===== src/rtl/sme_feeder.sv =====
// sme_feeder: parses newline-terminated S/P byte records and bursts them gap-free into the SME, then returns its result.
// Build option SME_FEEDER_LOWERCASE_EN folds A-Z to a-z as record payload is captured.
module sme_feeder #(
  parameter int STR_MAX = 32,
  parameter int PAT_MAX = 8,
  parameter int TIMEOUT = 255
) (
  input  logic       clk,
  input  logic       reset,
  input  logic       in_valid,
  output logic       in_ready,
  input  logic [7:0] in_data,
  output logic [7:0] chardata,
  output logic       isstring,
  output logic       ispattern,
  input  logic       sme_valid,
  input  logic       sme_match,
  input  logic [4:0] sme_match_index,
  output logic       res_valid,
  output logic       res_match,
  output logic [4:0] res_index,
  output logic       err,
  output logic       busy
);
  localparam int SW = $clog2(STR_MAX + 1);
  localparam int PW = $clog2(PAT_MAX + 1);
  localparam int SA = $clog2(STR_MAX);
  localparam int PA = $clog2(PAT_MAX);
  localparam logic [SW-1:0] S_MAX = SW'(STR_MAX);
  localparam logic [PW-1:0] P_MAX = PW'(PAT_MAX);
  localparam logic [7:0] T_LAST = 8'(TIMEOUT - 1);
  typedef enum logic [2:0] {IDLE, COLLECT, DROP, EMIT_S, EMIT_P, WAIT_RES} state_t;
  state_t r_state, w_nxt;
  logic [7:0] r_str [STR_MAX];
  logic [7:0] r_pat [PAT_MAX];
  logic [SW-1:0] r_str_len, r_idx;
  logic [PW-1:0] r_pat_len;
  logic [7:0] r_tmo, r_chardata, w_byte;
  logic [4:0] r_res_index;
  logic r_is_pat, r_str_ok, r_str_new;
  logic r_isstring, r_ispattern, r_res_valid, r_res_match, r_err;
  logic w_acc, w_nl, w_full, w_last_s, w_last_p, w_err;
`ifdef SME_FEEDER_LOWERCASE_EN
  assign w_byte = (in_data >= 8'h41 && in_data <= 8'h5A) ? in_data + 8'h20 : in_data;
`else
  assign w_byte = in_data;
`endif
  assign in_ready  = r_state inside {IDLE, COLLECT, DROP};
  assign busy      = r_state inside {EMIT_S, EMIT_P, WAIT_RES};
  assign w_acc     = in_valid && in_ready;
  assign w_nl      = in_data == 8'h0A;
  assign w_full    = r_is_pat ? r_pat_len == P_MAX : r_str_len == S_MAX;
  assign w_last_s  = r_idx == r_str_len - 1'b1;
  assign w_last_p  = r_idx[PW-1:0] == r_pat_len - 1'b1;
  assign chardata  = r_chardata;
  assign isstring  = r_isstring;
  assign ispattern = r_ispattern;
  assign res_valid = r_res_valid;
  assign res_match = r_res_match;
  assign res_index = r_res_index;
  assign err       = r_err;
  always_comb begin
    w_nxt = r_state;
    w_err = 1'b0;
    case (r_state)
      IDLE: if (w_acc) begin
        if (in_data == 8'h53 || in_data == 8'h50) w_nxt = COLLECT;
        else if (!w_nl) begin w_err = 1'b1; w_nxt = DROP; end
      end
      COLLECT: if (w_acc) begin
        if (!w_nl) begin
          if (w_full) begin w_err = 1'b1; w_nxt = DROP; end
        end else if (!r_is_pat) begin
          w_err = r_str_len == '0;
          w_nxt = IDLE;
        end else if (r_pat_len != '0 && r_str_ok) w_nxt = r_str_new ? EMIT_S : EMIT_P;
        else begin w_err = 1'b1; w_nxt = IDLE; end
      end
      DROP:     if (w_acc && w_nl) w_nxt = IDLE;
      EMIT_S:   if (w_last_s) w_nxt = EMIT_P;
      EMIT_P:   if (w_last_p) w_nxt = WAIT_RES;
      WAIT_RES: if (sme_valid) w_nxt = IDLE;
                else if (r_tmo == T_LAST) begin w_err = 1'b1; w_nxt = IDLE; end
      default:  w_nxt = IDLE;
    endcase
  end
  always_ff @(posedge clk)
    if (r_state == COLLECT && w_acc && !w_nl && !w_full)
      if (r_is_pat) r_pat[r_pat_len[PA-1:0]] <= w_byte;
      else r_str[r_str_len[SA-1:0]] <= w_byte;
  always_ff @(posedge clk) begin
    if (reset) begin
      r_state     <= IDLE;
      r_is_pat    <= 1'b0;
      r_str_ok    <= 1'b0;
      r_str_new   <= 1'b0;
      r_str_len   <= '0;
      r_pat_len   <= '0;
      r_idx       <= '0;
      r_tmo       <= '0;
      r_chardata  <= '0;
      r_isstring  <= 1'b0;
      r_ispattern <= 1'b0;
      r_res_valid <= 1'b0;
      r_res_match <= 1'b0;
      r_res_index <= '0;
      r_err       <= 1'b0;
    end else begin
      r_state     <= w_nxt;
      r_err       <= w_err;
      r_res_valid <= 1'b0;
      r_isstring  <= 1'b0;
      r_ispattern <= 1'b0;
      r_chardata  <= '0;
      case (r_state)
        IDLE: if (w_acc) begin
          r_is_pat <= in_data == 8'h50;
          if (in_data == 8'h53) begin r_str_len <= '0; r_str_ok <= 1'b0; end
          if (in_data == 8'h50) r_pat_len <= '0;
        end
        COLLECT: if (w_acc) begin
          r_idx <= '0;
          if (!w_nl && !w_full) begin
            if (r_is_pat) r_pat_len <= r_pat_len + 1'b1;
            else r_str_len <= r_str_len + 1'b1;
          end else if (w_nl && !r_is_pat && r_str_len != '0) begin
            r_str_ok  <= 1'b1;
            r_str_new <= 1'b1;
          end
        end
        EMIT_S: begin
          r_isstring <= 1'b1;
          r_chardata <= r_str[r_idx[SA-1:0]];
          r_idx      <= w_last_s ? '0 : r_idx + 1'b1;
          if (w_last_s) r_str_new <= 1'b0;
        end
        EMIT_P: begin
          r_ispattern <= 1'b1;
          r_chardata  <= r_pat[r_idx[PA-1:0]];
          r_idx       <= r_idx + 1'b1;
          r_tmo       <= '0;
        end
        WAIT_RES: begin
          r_tmo <= r_tmo + 1'b1;
          if (sme_valid) begin
            r_res_valid <= 1'b1;
            r_res_match <= sme_match;
            r_res_index <= sme_match_index;
          end else if (r_tmo == T_LAST) r_str_new <= 1'b1;
        end
        default: ;
      endcase
    end
  end
endmodule


===== config.mk =====
export PLATFORM = sky130hd
export DESIGN_NAME = sme_feeder
export DESIGN_NICKNAME = d
export VERILOG_FILES = /design/src/rtl/sme_feeder.sv
export SDC_FILE = /design/constraint.sdc
export NUM_CORES = 1
export LEC_CHECK = 0
export CAP_MARGIN = 20
export CORE_UTILIZATION = 35
export CTS_BUF_LIST = sky130_fd_sc_hd__clkbuf_16
export CTS_CLUSTER_SIZE = 24
export DETAILED_ROUTE_END_ITERATION = 8
export RECOVER_POWER = 50
export SYNTH_ARGS = -nofsm -noshare
export SYNTH_HDL_FRONTEND = slang
export SYNTH_SLANG_ARGS = --single-unit
export TNS_END_PERCENT = 1

===== constraint.sdc =====
create_clock -name clk -period 2.8 [get_ports clk]
set_input_delay 0.56 -clock clk [delete_from_list [all_inputs] [get_ports clk]]
set_output_delay 0.56 -clock clk [all_outputs]
set_load 0.02 [all_outputs]

After elaboration in Yosys (flattened, before gate mapping)
Memories as Yosys holds them, arrays and structs flattened. A register that Yosys moved wholly into a read port is not among the register bits.
Index checks and enable logic that the tools add are counted.
- shifts and indexed selects: 0
- bitwise operators: 1
- equal/unequal tests: 30
- reduce and logical (&&, ||, !) cells: 32
- muxes and demuxes: 67
- add/sub/neg operators: 6
- $mul: 0
- order comparisons: 0
- div/mod/pow operators: 0
- operators by type and width (operator ; number):
    $mux W3 ; 16
    $mux W6 ; 7
    $pmux W8 S2 ; 2
    $mux W1 ; 28
    $mux W4 ; 5
    $pmux W3 S6 ; 1
    $pmux W6 S3 ; 1
    $reduce_and A6 Y1 ; 3
    $eq A8 B7 Y1 const B ; 2
    $ne A2 B2 Y1 const B ; 8
    $add A6 B1 Y6 const B ; 2
    $ne A2 B1 Y1 const B ; 6
    $pmux W6 S2 ; 1
    $reduce_bool A3 Y1 ; 4
    $mux W5 ; 2
    $logic_and A1 B1 Y1 ; 9
    $add A8 B1 Y8 const B ; 1
    $eq A8 B4 Y1 const B ; 1
    $eq A8 B8 Y1 const B ; 1
    $pmux W4 S2 ; 1
    $reduce_and A8 Y1 ; 1
    $reduce_and A7 Y1 ; 1
    $eq A3 B2 Y1 const B ; 2
    $eq A3 B3 Y1 const B ; 2
    22 further kinds ; 29
- output and inout port bits: 20
- register bits: 48
- bits in latches: 0
- RAM bits: 320
- input bits: 18
- memory bits (read-only): 0
- logic and storage cells: 153
- memories kept: 2
- memories (name ; depth ; bits a word ; read ports ; clocked after Yosys merged registers in ; write ports ; line ; text):
    r_str ; 32 ; 8 ; 1 ; 1 ; 1 ; 34 ; logic [7:0] r_str [STR_MAX];
    r_pat ; 8 ; 8 ; 1 ; 1 ; 1 ; 35 ; logic [7:0] r_pat [PAT_MAX];

Longest topological paths before layout
Gate-level depths: netlist (run 1).
- depth after elaboration: 8
- gate-level depth with buffers: 9
- gate-level depth less buffers: 8

Least setup slack after synthesis (run 1)
No wires, ideal clock.
- path type: register to register
- start: register r_str_len[0]
- end: memory r_str[11][0], enable pin
- buffers on the path: 1
- arrival time: 2.436 ns
- stages on the path, launching flop included: 9
- clock period less this slack: 2.806 ns
- setup time: 0.370 ns
- setup slack: -0.006 ns
- cells stage by stage: dfxtp_1 > clkbuf_1 > inv_1 > ha_1 > nand2_1 > nor3_4 > nor4b_1 > nand2_1 > nor2_1
- longest elaborated chain between the ends: 6
- ends and longest elaborated chain (element ; line ; text):
    from (decl) ; 36 ; logic [SW-1:0] r_str_len, r_idx;
    from (signal assigned) ; 125 ; else r_str_len <= r_str_len + 1'b1;
    $eq A6 B6 Y1 ; 52 ; assign w_full = r_is_pat ? r_pat_len == P_MAX : r_str_len == S_MAX;
    $mux W1 ; 52 ;
    $logic_not A1 Y1 ; 88 ; if (r_state == COLLECT && w_acc && !w_nl && !w_full)
    $logic_and A1 B1 Y1 ; 88 ;
    $mux W1 ; 88 ;
    $mux W1 (not written as such) ; 90 ; else r_str[r_str_len[SA-1:0]] <= w_byte;
    to (decl) ; 34 ;
Several ways; a longest one is shown, not always the timed one.

==> results by group, run 1 <==
Run status
  – Status: finished with violations
  – Failing checks: capacitance limit, slew limit

Yosys
  – Seq/Total Area, Yosys: 71.0%
  – Number of synthesized flops with an enable pin: 320
  – Syn Nets: 890
  – Synth warn: 0
  – Synth area leader: edfxtp_1
  – Most frequent cell after synthesis: edfxtp_1
  – Syn Inst Count: 863
  – Top FF cell, synth: edfxtp_1
  – Synth area leaders: edfxtp_1 64%, mux4_2 13%, dfxtp_1 7.1%, nor2_1 1.8%, nand2_1 1.1%
  – Mean Syn Cell Area: 17.4 µm²
  – Synth Register Bits: 373
  – Async SR Flop Fraction: 0%
  – Top-area cell type share of the netlist area: 64.0%
  – Distinct cells, synth: 57
  – Top cells by count, synth: 320 x edfxtp_1, 88 x mux4_2, 72 x nor2_1, 53 x dfxtp_1, 45 x nand2_1
  – Mapped cell area: 15,000 µm²

Die
  – Core area: 42,100 µm²
  – Die Ht: 209 µm
  – Die area: 43,800 µm²
  – Die width: 209 µm
  – Initial core utilization: 35.7%
  – Row cnt: 75
  – Ports: 38

Routing
  – Final WL: 34,000 µm
  – # DRC: 0
  – WL/cell: 21.9 µm
  – DR iter-0 viols: 664
  – Via count: 8,144
  – Drt pass-1 iters: 6
  – Remaining antenna violation count: 0
  – Vias/cell: 5.23

CTS
  – CTS sink count: 373
  – TritonCTS clock tree: done
  – Clock Path Buffers: 3
  – Post-cts resize count: 2
  – CTS buffer count: 39
  – Root Driver: clkbuf_16
  – Clock-pin slew on the worst setup and hold paths: 0.06 ns
  – Post-CTS Repair Setup Buffers: 0
  – Skew-Pair Late Insertion Delay: 0.53 ns
  – # H-tree levels: 2
  – Hold buffers post-CTS: 0

STA
  – Worst Tran Pin Value: 1.54 ns
  – Final Setup Violations: 0
  – Period utilization: 97.8%
  – Final Max Tran Viols: 36
  – RSZ-0062 raised after global routing: yes
  – Final hold violations: 0
  – Final min period: 2.74 ns
  – Fmax: 365 MHz
  – Setup TNS: 0 ns
  – Rel. slew slack: -2.73%
  – Clock Skews: 0.0290 ns

Global routing
  – Gr busiest metal: met2
  – Met2 capacity usage during global routing: 25.4%
  – Met1 GRT Util: 22.1%
  – Global Route Usage Sum: 15.7%
  – Largest net degree at the start of global routing: 45
  – Antenna violations before repair: 2
  – Global-route wire length before repair: 51,600 µm
  – GRT met3 Usage: 2.28%
  – Overflow left after global routing: 0
  – Vias in the first global route: 8,318

Worst setup path
  – Crit. End Element: register
  – Reg-to-reg endpoint: chardata[3]
  – Setup CP Type: register to register
  – Reg2Reg Depth: 5
  – Worst path required time: 3.19 ns
  – Setup crit start kind: register
  – CP Max Fanout: 30
  – WP data arrival: 3.12 ns
  – R2R Setup Slk: 0.06 ns

Power and ir drop
  – Pint: 10.1 mW
  – Cell Pwr Density: 758 nW/µm²
  – Clock power share: 35.8%
  – LEAKAGE: 5.71 nW
  – Seq pwr share: 46.8%
  – Psw: 3.44 mW
  – Comb pwr share: 17.3%
  – VDD IR max: 463 µV
  – Switching share of power: 25.4%
  – Total power: 13.6 mW

Worst hold path
  – Hold Path Depth: 2
  – Worst Hold Endpoint: res_index[3]
  – Min-delay src: res_index[3]
  – Hold Crit Class: register to register

Layout
  – N_diodes: 0
  – Final core utilization: 42.5%
  – Area growth from synthesis to layout: 19.1%
  – Nets: 1,016
  – Share of cells above drive strength 1: 26.2%

Placement
  – HPWL after DPL: 22,200 µm
  – Buffers on Ports: 37
  – GP Congestion: 0.834

Run
  – Max-Cap Viols: 1
## power by group through the flow
stage	combinational [mW]	clock [mW]	sequential [mW]
floorplan	1.55	0	6.34
global placement	2.36	0	6.47
detailed placement	2.36	0	6.47
CTS	2.37	4.95	6.36
global route	2.52	5.16	6.38
finish	2.35	4.86	6.35
## metal layers
| metal | routed length, µm | vias to the layer above | part of all wire (%) |
|---|---|---|---|
| met5 | 0 | - | 0 |
| met4 | 762 | 0 | 2.2 |
| met1 | 15500 | 4187 | 46 |
| met3 | 1550 | 53 | 4.5 |
| met2 | 16200 | 230 | 48 |
| li1 | - | 3674 | - |
## worst max-delay path: stages (launching register included)
cell and delay [ns]:
dfxtp_4 0.77, buf_4 0.29, mux4_2 0.51, mux4_2 0.55
a22oi_1 0.32, o31ai_1 0.14
## flip-flops by register name (all words and copies together), names as in the netlist, named ones only
name / cells
chardata: 8
err: 1
ispattern: 1
isstring: 1
r_idx: 6
r_is_pat: 1
r_pat: 64
r_pat_len: 4
r_state: 3
r_str: 256
r_str_len: 6
r_str_new: 1
r_str_ok: 1
r_tmo: 8
res_index: 5
res_match: 1
res_valid: 1
## kinds of logic (layout without fill, tap and decap cells)
logic type	after synthesis	count (layout)	share of synthesized area [%]
AO/OA/AOI/OAI	88	88	4.11
XOR/XNOR	29	29	1.69
adder cells (fa/ha/maj)	9	9	0.750
buffers and inverters	58	213	1.62
flip-flops	373	373	71.0
multiplexers	104	104	14.3
AND/OR/NAND/NOR	202	202	6.54
## stage by stage
step,setup slack (ns),instance area [µm²],hold slack (ns),cells
floorplan,0.0678,15000,0.431,863
global placement,-0.497,16600,0.446,1486
detailed placement,-0.557,16600,0.452,1486
CTS,0.000364,17900,0.463,1556
global route,-0.0417,17900,0.485,1557
finish,0.0619,17900,0.460,1557
## final cells by class
type / count / area, µm²
timing repair buffer: 130 / 1130
tap: 539 / 674
inverter: 13 / 48.8
clock inverter: 30 / 204
clock buffer: 40 / 1000
multi-input combinational: 432 / 4160
sequential: 373 / 10700
fill: 3672 / 24200
## worst max path at each step
stage                             from           to  slack [ns]  cells after the start
after floorplan           r_str_len[0]  r_pat[1][0]        0.07                      8
final                         register  chardata[3]        0.06                      5
after detailed placement    in_data[7]  r_str[6][7]       -0.56                      8
after global placement      in_data[7]  r_str[6][7]       -0.50                      8
after global routing        in_data[5]   r_state[2]       -0.04                      9
after CTS                   in_data[7]  r_str[1][1]      0.0004                      8
## placed cells by master, fill, tap and decap left out, types with 4 or more instances in the layout
| cell | instances |
|---|---|
| a211oi_1 | 7 |
| a21oi_1 | 26 |
| a22oi_1 | 8 |
| and3_1 | 4 |
| buf_12 | 6 |
| buf_4 | 80 |
| clkbuf_1 | 5 |
| clkbuf_16 | 40 |
| clkdlybuf4s50_1 | 23 |
| clkinv_2 | 6 |
| dfxtp_1 | 50 |
| dlygate4sd3_1 | 12 |
| edfxtp_1 | 320 |
| ha_1 | 9 |
| inv_1 | 24 |
| inv_2 | 5 |
| mux2i_1 | 16 |
| mux4_2 | 88 |
| nand2_1 | 45 |
| nand2b_1 | 5 |
| nand3_1 | 8 |
| nand4_1 | 6 |
| nor2_1 | 64 |
| nor2_2 | 8 |
| nor2b_1 | 13 |
| nor3_1 | 23 |
| o21ai_0 | 10 |
| o31ai_1 | 11 |
| xnor2_1 | 14 |
| xor2_1 | 15 |
Note: power is estimated with default switching activity, not from simulation.
==> run 2, diff against run 1 <==
- CORE_UTILIZATION: 35 -> 43
- PLACE_DENSITY: not set -> 0.58
- TNS_END_PERCENT: 1 -> not set
==> results by group, run 2 (same netlist as run 1, synthesis figures left out) <==
Worst setup path
  – WP data arrival: 3.10 ns (-0.02 ns)
  – Cell seen most often among critical-path stages: buf_4
  – Crit. End Element: register
  – Buf+Inv Stages, Crit Path: 4 (+3)
  – Delay-heaviest family, CP: simple AND/OR/NAND/NOR gates
  – Worst path cell trace: clkdlybuf4s50_1, buf_4, nor4b_4, buf_4, buf_4, nand3_1, a31o_2, or4_4, or2_4, o221a_1
  – Worst path required time: 3.22 ns (+0.03 ns)
  – Reg2Reg Depth: 6 (+1)
  – Delay of the slowest cell on the worst path: 0.42 ns (-0.35 ns)
  – Reg2reg start: r_str_len[2]
  – Setup CP Type: input pin to register
  – CP max-delay cell: or4_4
  – CP Max Fanout: 3 (-90%)
  – Setup crit start kind: input pin
  – R2R Setup Slk: 0.18 ns (+0.12 ns)

Power and ir drop
  – Seq pwr share: 45.0% (-1.8 points)
  – LEAKAGE: 5.74 nW (+0.59%)
  – Psw: 3.44 mW (about the same)
  – VDD IR max: 462 µV (-0.29%)
  – Comb pwr share: 17.2% (about the same)
  – Pint: 10.5 mW (+3.6%)
  – Cell Pwr Density: 779 nW/µm² (+2.9%)
  – Clock power share: 37.8% (+2.0 points)
  – Switching share of power: 24.7% (-0.67 points)

Global routing
  – Antenna violations before repair: 1 (-1)
  – Overflow left after global routing: 0 (unchanged)
  – Global Route Usage Sum: 19.8% (+4.1 points)
  – Vias in the first global route: 8,261 (-0.69%)
  – Largest net degree at the start of global routing: 45 (unchanged)
  – Global-route wire length before repair: 52,100 µm (+0.95%)

Placement
  – Inst Count DP: 1,397 (-6.0%)
  – Buffers on Ports: 37 (unchanged)
  – HPWL after DPL: 22,400 µm (+0.91%)
  – GP Congestion: 0.889 (+6.6%)
  – Placed Area: 16,500 µm² (-0.87%)

Run status
  – Failing checks: capacitance limit, slew limit
  – Status: finished with violations

CTS
  – # H-tree levels: 2 (unchanged)
  – Hold buffers post-CTS: 0 (unchanged)
  – CTS buffer count: 40 (+2.6%)
  – CTS sink count: 373 (unchanged)
  – Clock-pin slew on the worst setup and hold paths: 0.06 ns (about the same)
  – Clock Path Buffers: 3 (unchanged)
  – Root Driver: clkbuf_16
  – TritonCTS clock tree: done
  – Skew-Pair Late Insertion Delay: 0.53 ns (about the same)

Die
  – Core area: 34,500 µm² (-18%)
  – Die Ht: 189 µm (-9.7%)
  – Ports: 38 (unchanged)
  – Row cnt: 68 (-9.3%)
  – Die area: 35,700 µm² (-18%)
  – Initial core utilization: 43.6% (+7.9 points)
  – Die width: 189 µm (-9.7%)

Layout
  – N_diodes: 0 (unchanged)
  – Final instance area: 17,900 µm² (-0.17%)
  – Non-Filler Instances: 1,470 (-5.6%)
  – Fill count: 2,820 (-23%)
  – Share of cells above drive strength 1: 25.7% (-0.51 points)
  – Largest register FFs: 256 (unchanged)
  – Commonest non-fill, non-tap cell in the layout: edfxtp_1
  – Area growth from synthesis to layout: 18.9%
  – Nets: 1,012 (-0.39%)
  – Most frequent cells in the layout: 320 x edfxtp_1, 88 x mux4_2, 72 x buf_4

Routing
  – DR iter-0 viols: 679 (+2.3%)
  – Final WL: 34,100 µm (+0.11%)
  – Drt pass-1 iters: 5 (-1)
  – Via count: 8,127 (-0.21%)
  – WL/cell: 23.2 µm (+6.0%)
  – Vias/cell: 5.53 (+5.7%)
  – # DRC: 0 (unchanged)
  – Remaining antenna violation count: 0 (unchanged)

Worst hold path
  – Hold Crit Class: register to register
  – Hold Path Depth: 2 (unchanged)
  – Worst Hold Endpoint: res_index[3]
  – Min-delay src: res_index[3]

Run
  – Max-Cap Viols: 2 (+1)

STA
  – Clock Skews: 0.0270 ns (-0.00207 ns)
  – Fmax: 374 MHz (+2.3%)
  – Worst Tran Pin Value: 1.61 ns (+0.0693 ns)
  – Final Max Tran Viols: 77 (+110%)
  – Rel. slew slack: -7.35% (-4.6 points)
  – Final Setup Violations: 0 (unchanged)
  – Final min period: 2.68 ns (-0.0622 ns)
  – Final hold violations: 0 (unchanged)
  – RSZ-0062 raised after global routing: no
  – Period utilization: 95.6% (-2.2 points)
[run 2: changes by cell type in the layout (fill, tap and decap cells not counted), moves of 3 or more]
cell / previous run / this run
buf_4: 80 / 72
nor2_1: 64 / 55
clkinv_1: 1 / 6
a211oi_1: 7 / 10
inv_2: 5 / 0
nor2_2: 8 / 17
dlygate4sd3_1: 12 / 19
a211oi_2: 3 / 0
clkdlybuf4s50_1: 23 / 16
clkbuf_1: 5 / 8
clkbuf_16: 40 / 44
[run 2: worst register-to-register path, stage by stage (launching register included)]
cell,delay (ns)
dfxtp_1,0.31
or3_1,0.60
or4_4,0.57
a2111oi_4,0.44
nand3_1,0.14
a21oi_2,0.28
nor3_1,0.12
[run 2: worst max-delay path by stage]
stage,from,to,slack (ns),depth (start not counted)
floorplan,r_str_len[0],r_pat[1][0],0.07,8
global placement,in_data[5],r_state[2],-1.0,9
detailed placement,in_data[5],r_state[2],-0.96,9
CTS,r_state[0],busy,0.04,5
global route,r_str_len[2],r_str[14][2],0.002,6
finish,in_data[2],r_state[2],0.12,10
[run 2: per-layer routing]
metal	vias up	part of all wire (%)	global-route usage, %
met4	0	2.9	6.85
met5	-	0	0
met3	63	5.1	3.48
met1	4153	45	28.2
li1	3678	-	-
met2	233	47	30.8
[run 2: timing repair]
action	CTS	global route
gates resized for setup	3	22
setup endpoints to repair	55	195
setup buffers	0	1
pin swaps	0	1
[run 2: layout make-up]
type,instances,area (µm²),share of cell area [%]
clock inverter,28,224,1.25
inverter,13,48.8,0.273
sequential,373,10700,59.8
tap,455,569,3.19
clock buffer,44,1100,6.16
multi-input combinational,432,4190,23.4
timing repair buffer,125,1060,5.94
[run 2: power by group through the flow]
| stage | registers, mW | logic, mW | clock network [mW] |
|---|---|---|---|
| floorplan | 6.34 | 1.55 | 0 |
| global placement | 6.39 | 2.43 | 0 |
| detailed placement | 6.39 | 2.43 | 0 |
| CTS | 6.27 | 2.44 | 5.36 |
| global route | 6.28 | 2.59 | 5.57 |
| finish | 6.27 | 2.40 | 5.26 |
[run 2: metrics by stage]
stage / setup WS, ns / setup TNS, ns / util (%) / power (mW) / hold slack (ns)
5_1_grt: 0.00193 / 0 / 51.9 / 14.4 / 0.476
2_1_floorplan: 0.0678 / 0 / - / 7.90 / 0.431
3_5_place_dp: -0.958 / -165.83 / 47.9 / 8.81 / 0.450
3_3_place_gp: -0.995 / -174.35 / 47.9 / 8.82 / 0.442
6_report: 0.124 / 0 / 51.9 / 13.9 / 0.450
4_1_cts: 0.0378 / 0 / 51.8 / 14.1 / 0.456
==> run 3, diff against run 2 <==
- CORE_UTILIZATION: 43 -> 48
- PLACE_DENSITY: 0.58 -> 0.64
==> results by group, run 3 (same netlist as run 1, synthesis figures left out) <==
Global routing
  – Largest net degree at the start of global routing: 45 (unchanged)
  – Antenna violations before repair: 0 (-1)
  – Global Route Usage Sum: 21.7% (+1.9 points)
  – Overflow left after global routing: 0 (unchanged)
  – Vias in the first global route: 8,130 (-1.6%)
  – Global-route wire length before repair: 50,000 µm (-4.0%)

Die
  – Die width: 179 µm (-5.3%)
  – Core area: 30,700 µm² (-11%)
  – Initial core utilization: 49.0% (+5.4 points)
  – Die area: 32,000 µm² (-10%)
  – Row cnt: 64 (-5.9%)
  – Die Ht: 179 µm (-5.3%)
  – Ports: 38 (unchanged)

Layout
  – Largest register FFs: 256 (unchanged)
  – Share of cells above drive strength 1: 25.2% (-0.54 points)
  – Fill count: 2,330 (-17%)
  – Commonest non-fill, non-tap cell in the layout: edfxtp_1
  – Final instance area: 17,700 µm² (-0.83%)
  – Area growth from synthesis to layout: 18.0%
  – Register area: 10,700 µm² (about the same)
  – Nets: 1,027 (+1.5%)
  – Area of the multi-input gates: 4120 µm² (-1.6%)
  – N_diodes: 0 (unchanged)
  – Most frequent cells in the layout: 320 x edfxtp_1, 90 x buf_4, 88 x mux4_2

Worst setup path
  – Crit. End Element: register
  – Setup crit start kind: input pin
  – Worst path cell trace: dlygate4sd3_1, buf_4, or4b_2, o41ai_1, o211a_1, o21ai_0, xnor2_1, nor2_1
  – CP max-delay cell: or4b_2
  – Setup CP Type: input pin to register
  – Delay of the slowest cell on the worst path: 0.72 ns (+0.30 ns)
  – Delay-heaviest family, CP: compound AO/OA/AOI/OAI gates
  – WP data arrival: 3.07 ns (-0.03 ns)
  – Worst path required time: 3.22 ns (about the same)
  – Buf+Inv Stages, Crit Path: 2 (-2)
  – CP Max Fanout: 5 (+2)

CTS
  – Clock-pin slew on the worst setup and hold paths: 0.06 ns (about the same)
  – Skew-Pair Late Insertion Delay: 0.54 ns (about the same)
  – Post-CTS Repair Setup Buffers: 0 (unchanged)
  – CTS buffer count: 39 (-2.5%)
  – # H-tree levels: 2 (unchanged)
  – Clock Path Buffers: 3 (unchanged)
  – CTS sink count: 373 (unchanged)
  – Post-cts resize count: 0 (-3)
  – Root Driver: clkbuf_16
  – Hold buffers post-CTS: 0 (unchanged)
  – TritonCTS clock tree: done

Routing
  – Remaining antenna violation count: 0 (unchanged)
  – DR iter-0 viols: 754 (+11%)
  – # DRC: 0 (unchanged)
  – WL/cell: 23.4 µm (+0.87%)
  – Final WL: 33,300 µm (-2.2%)
  – Vias/cell: 5.67 (+2.5%)
  – Via count: 8,073 (-0.66%)
  – Drt pass-1 iters: 5 (unchanged)

STA
  – Final hold violations: 0 (unchanged)
  – Setup TNS: 0 ns (unchanged)
  – Final Setup Violations: 0 (unchanged)
  – Setup ws final: 0.153 ns (+0.0293 ns)
  – Final Max Tran Viols: 160 (+110%)
  – Clock Skews: 0.0298 ns (+0.00285 ns)
  – Rel. slew slack: -22.4% (-15 points)
  – Period utilization: 94.5% (-1.0 points)
  – Final min period: 2.65 ns (-0.0293 ns)
  – Worst Tran Pin Value: 1.84 ns (+0.225 ns)
  – RSZ-0062 raised after global routing: no
  – Hold Slack: 0.451 ns (+0.00100 ns)
  – Fmax: 378 MHz (+1.1%)

Power and ir drop
  – Cell Pwr Density: 757 nW/µm² (-2.8%)
  – LEAKAGE: 5.77 nW (+0.45%)
  – VDD IR max: 507 µV (+9.6%)

Run status
  – Status: finished with violations
  – Failing checks: capacitance limit, slew limit

Run
  – Max-Cap Viols: 4 (+2)

Placement
  – GP Congestion: 0.857 (-3.6%)
  – Buffers on Ports: 37 (unchanged)
  – DP Worst Slack: -0.341 ns (+0.617 ns)
  – Placed Area: 16,600 µm² (+0.33%)
  – HPWL after DPL: 21,700 µm (-3.1%)

Worst hold path
  – Hold Crit Class: register to register
-- run 3: cell count changes in the layout (fill, tap and decap cells not counted), sizes merged, moves of 2 or more --
| cell | before | now |
|---|---|---|
| bufinv | 4 | 1 |
| buf | 77 | 95 |
| dlygate4sd3 | 19 | 25 |
| clkdlybuf4s50 | 16 | 12 |
| clkinvlp | 1 | 3 |
| clkbuf | 55 | 50 |
-- run 3: where the power goes --
group	switching (mW)	total, mW	internal, mW	leakage, nW
logic	1.16	2.29	1.14	1.83
clock network	2.06	4.80	2.74	0.626
registers	0.190	6.33	6.14	3.31
-- run 3: tightest hold or removal path: stages (launching register included) --
cell and delay [ns]:
dfxtp_1 0.30, nand2_1 0.05, a21oi_1 0.05
-- run 3: final timing paths --
check / startpoint / end / slack (ns) / depth (start not counted)
hold reg to reg: res_index[2] / res_index[2] / 0.45 / 2
setup reg to reg: r_str_len[2] / r_idx[2] / 0.16 / 6
setup / recovery: in_data[2] / r_pat_len[0] / 0.15 / 8
hold / removal: res_index[2] / res_index[2] / 0.45 / 2
-- run 3: per-layer routing --
| layer | global-route usage (%) | part of all wire, % |
|---|---|---|
| met1 | 30.6 | 45 |
| met4 | 7.10 | 2.6 |
| met3 | 3.18 | 4.1 |
| met2 | 34.8 | 48 |
| met5 | 0 | 0 |
-- run 3: area by class of cell --
type	instances	area share (%)
Sequential cell	373	60.3
Multi-Input combinational cell	432	23.2
Timing Repair Buffer	141	6.69
Clock buffer	41	5.79
Tap cell	396	2.80
Clock inverter	29	0.939
Inverter	13	0.275
-- run 3: metrics by stage --
| stage | cells | total power, mW | util (%) |
|---|---|---|---|
| after floorplan | 863 | 7.90 | - |
| after global placement | 1355 | 8.77 | 54.0 |
| after detailed placement | 1355 | 8.78 | 54.0 |
| after CTS | 1425 | 13.6 | 57.9 |
| after global routing | 1425 | 13.9 | 57.8 |
| final | 1425 | 13.4 | 57.8 |
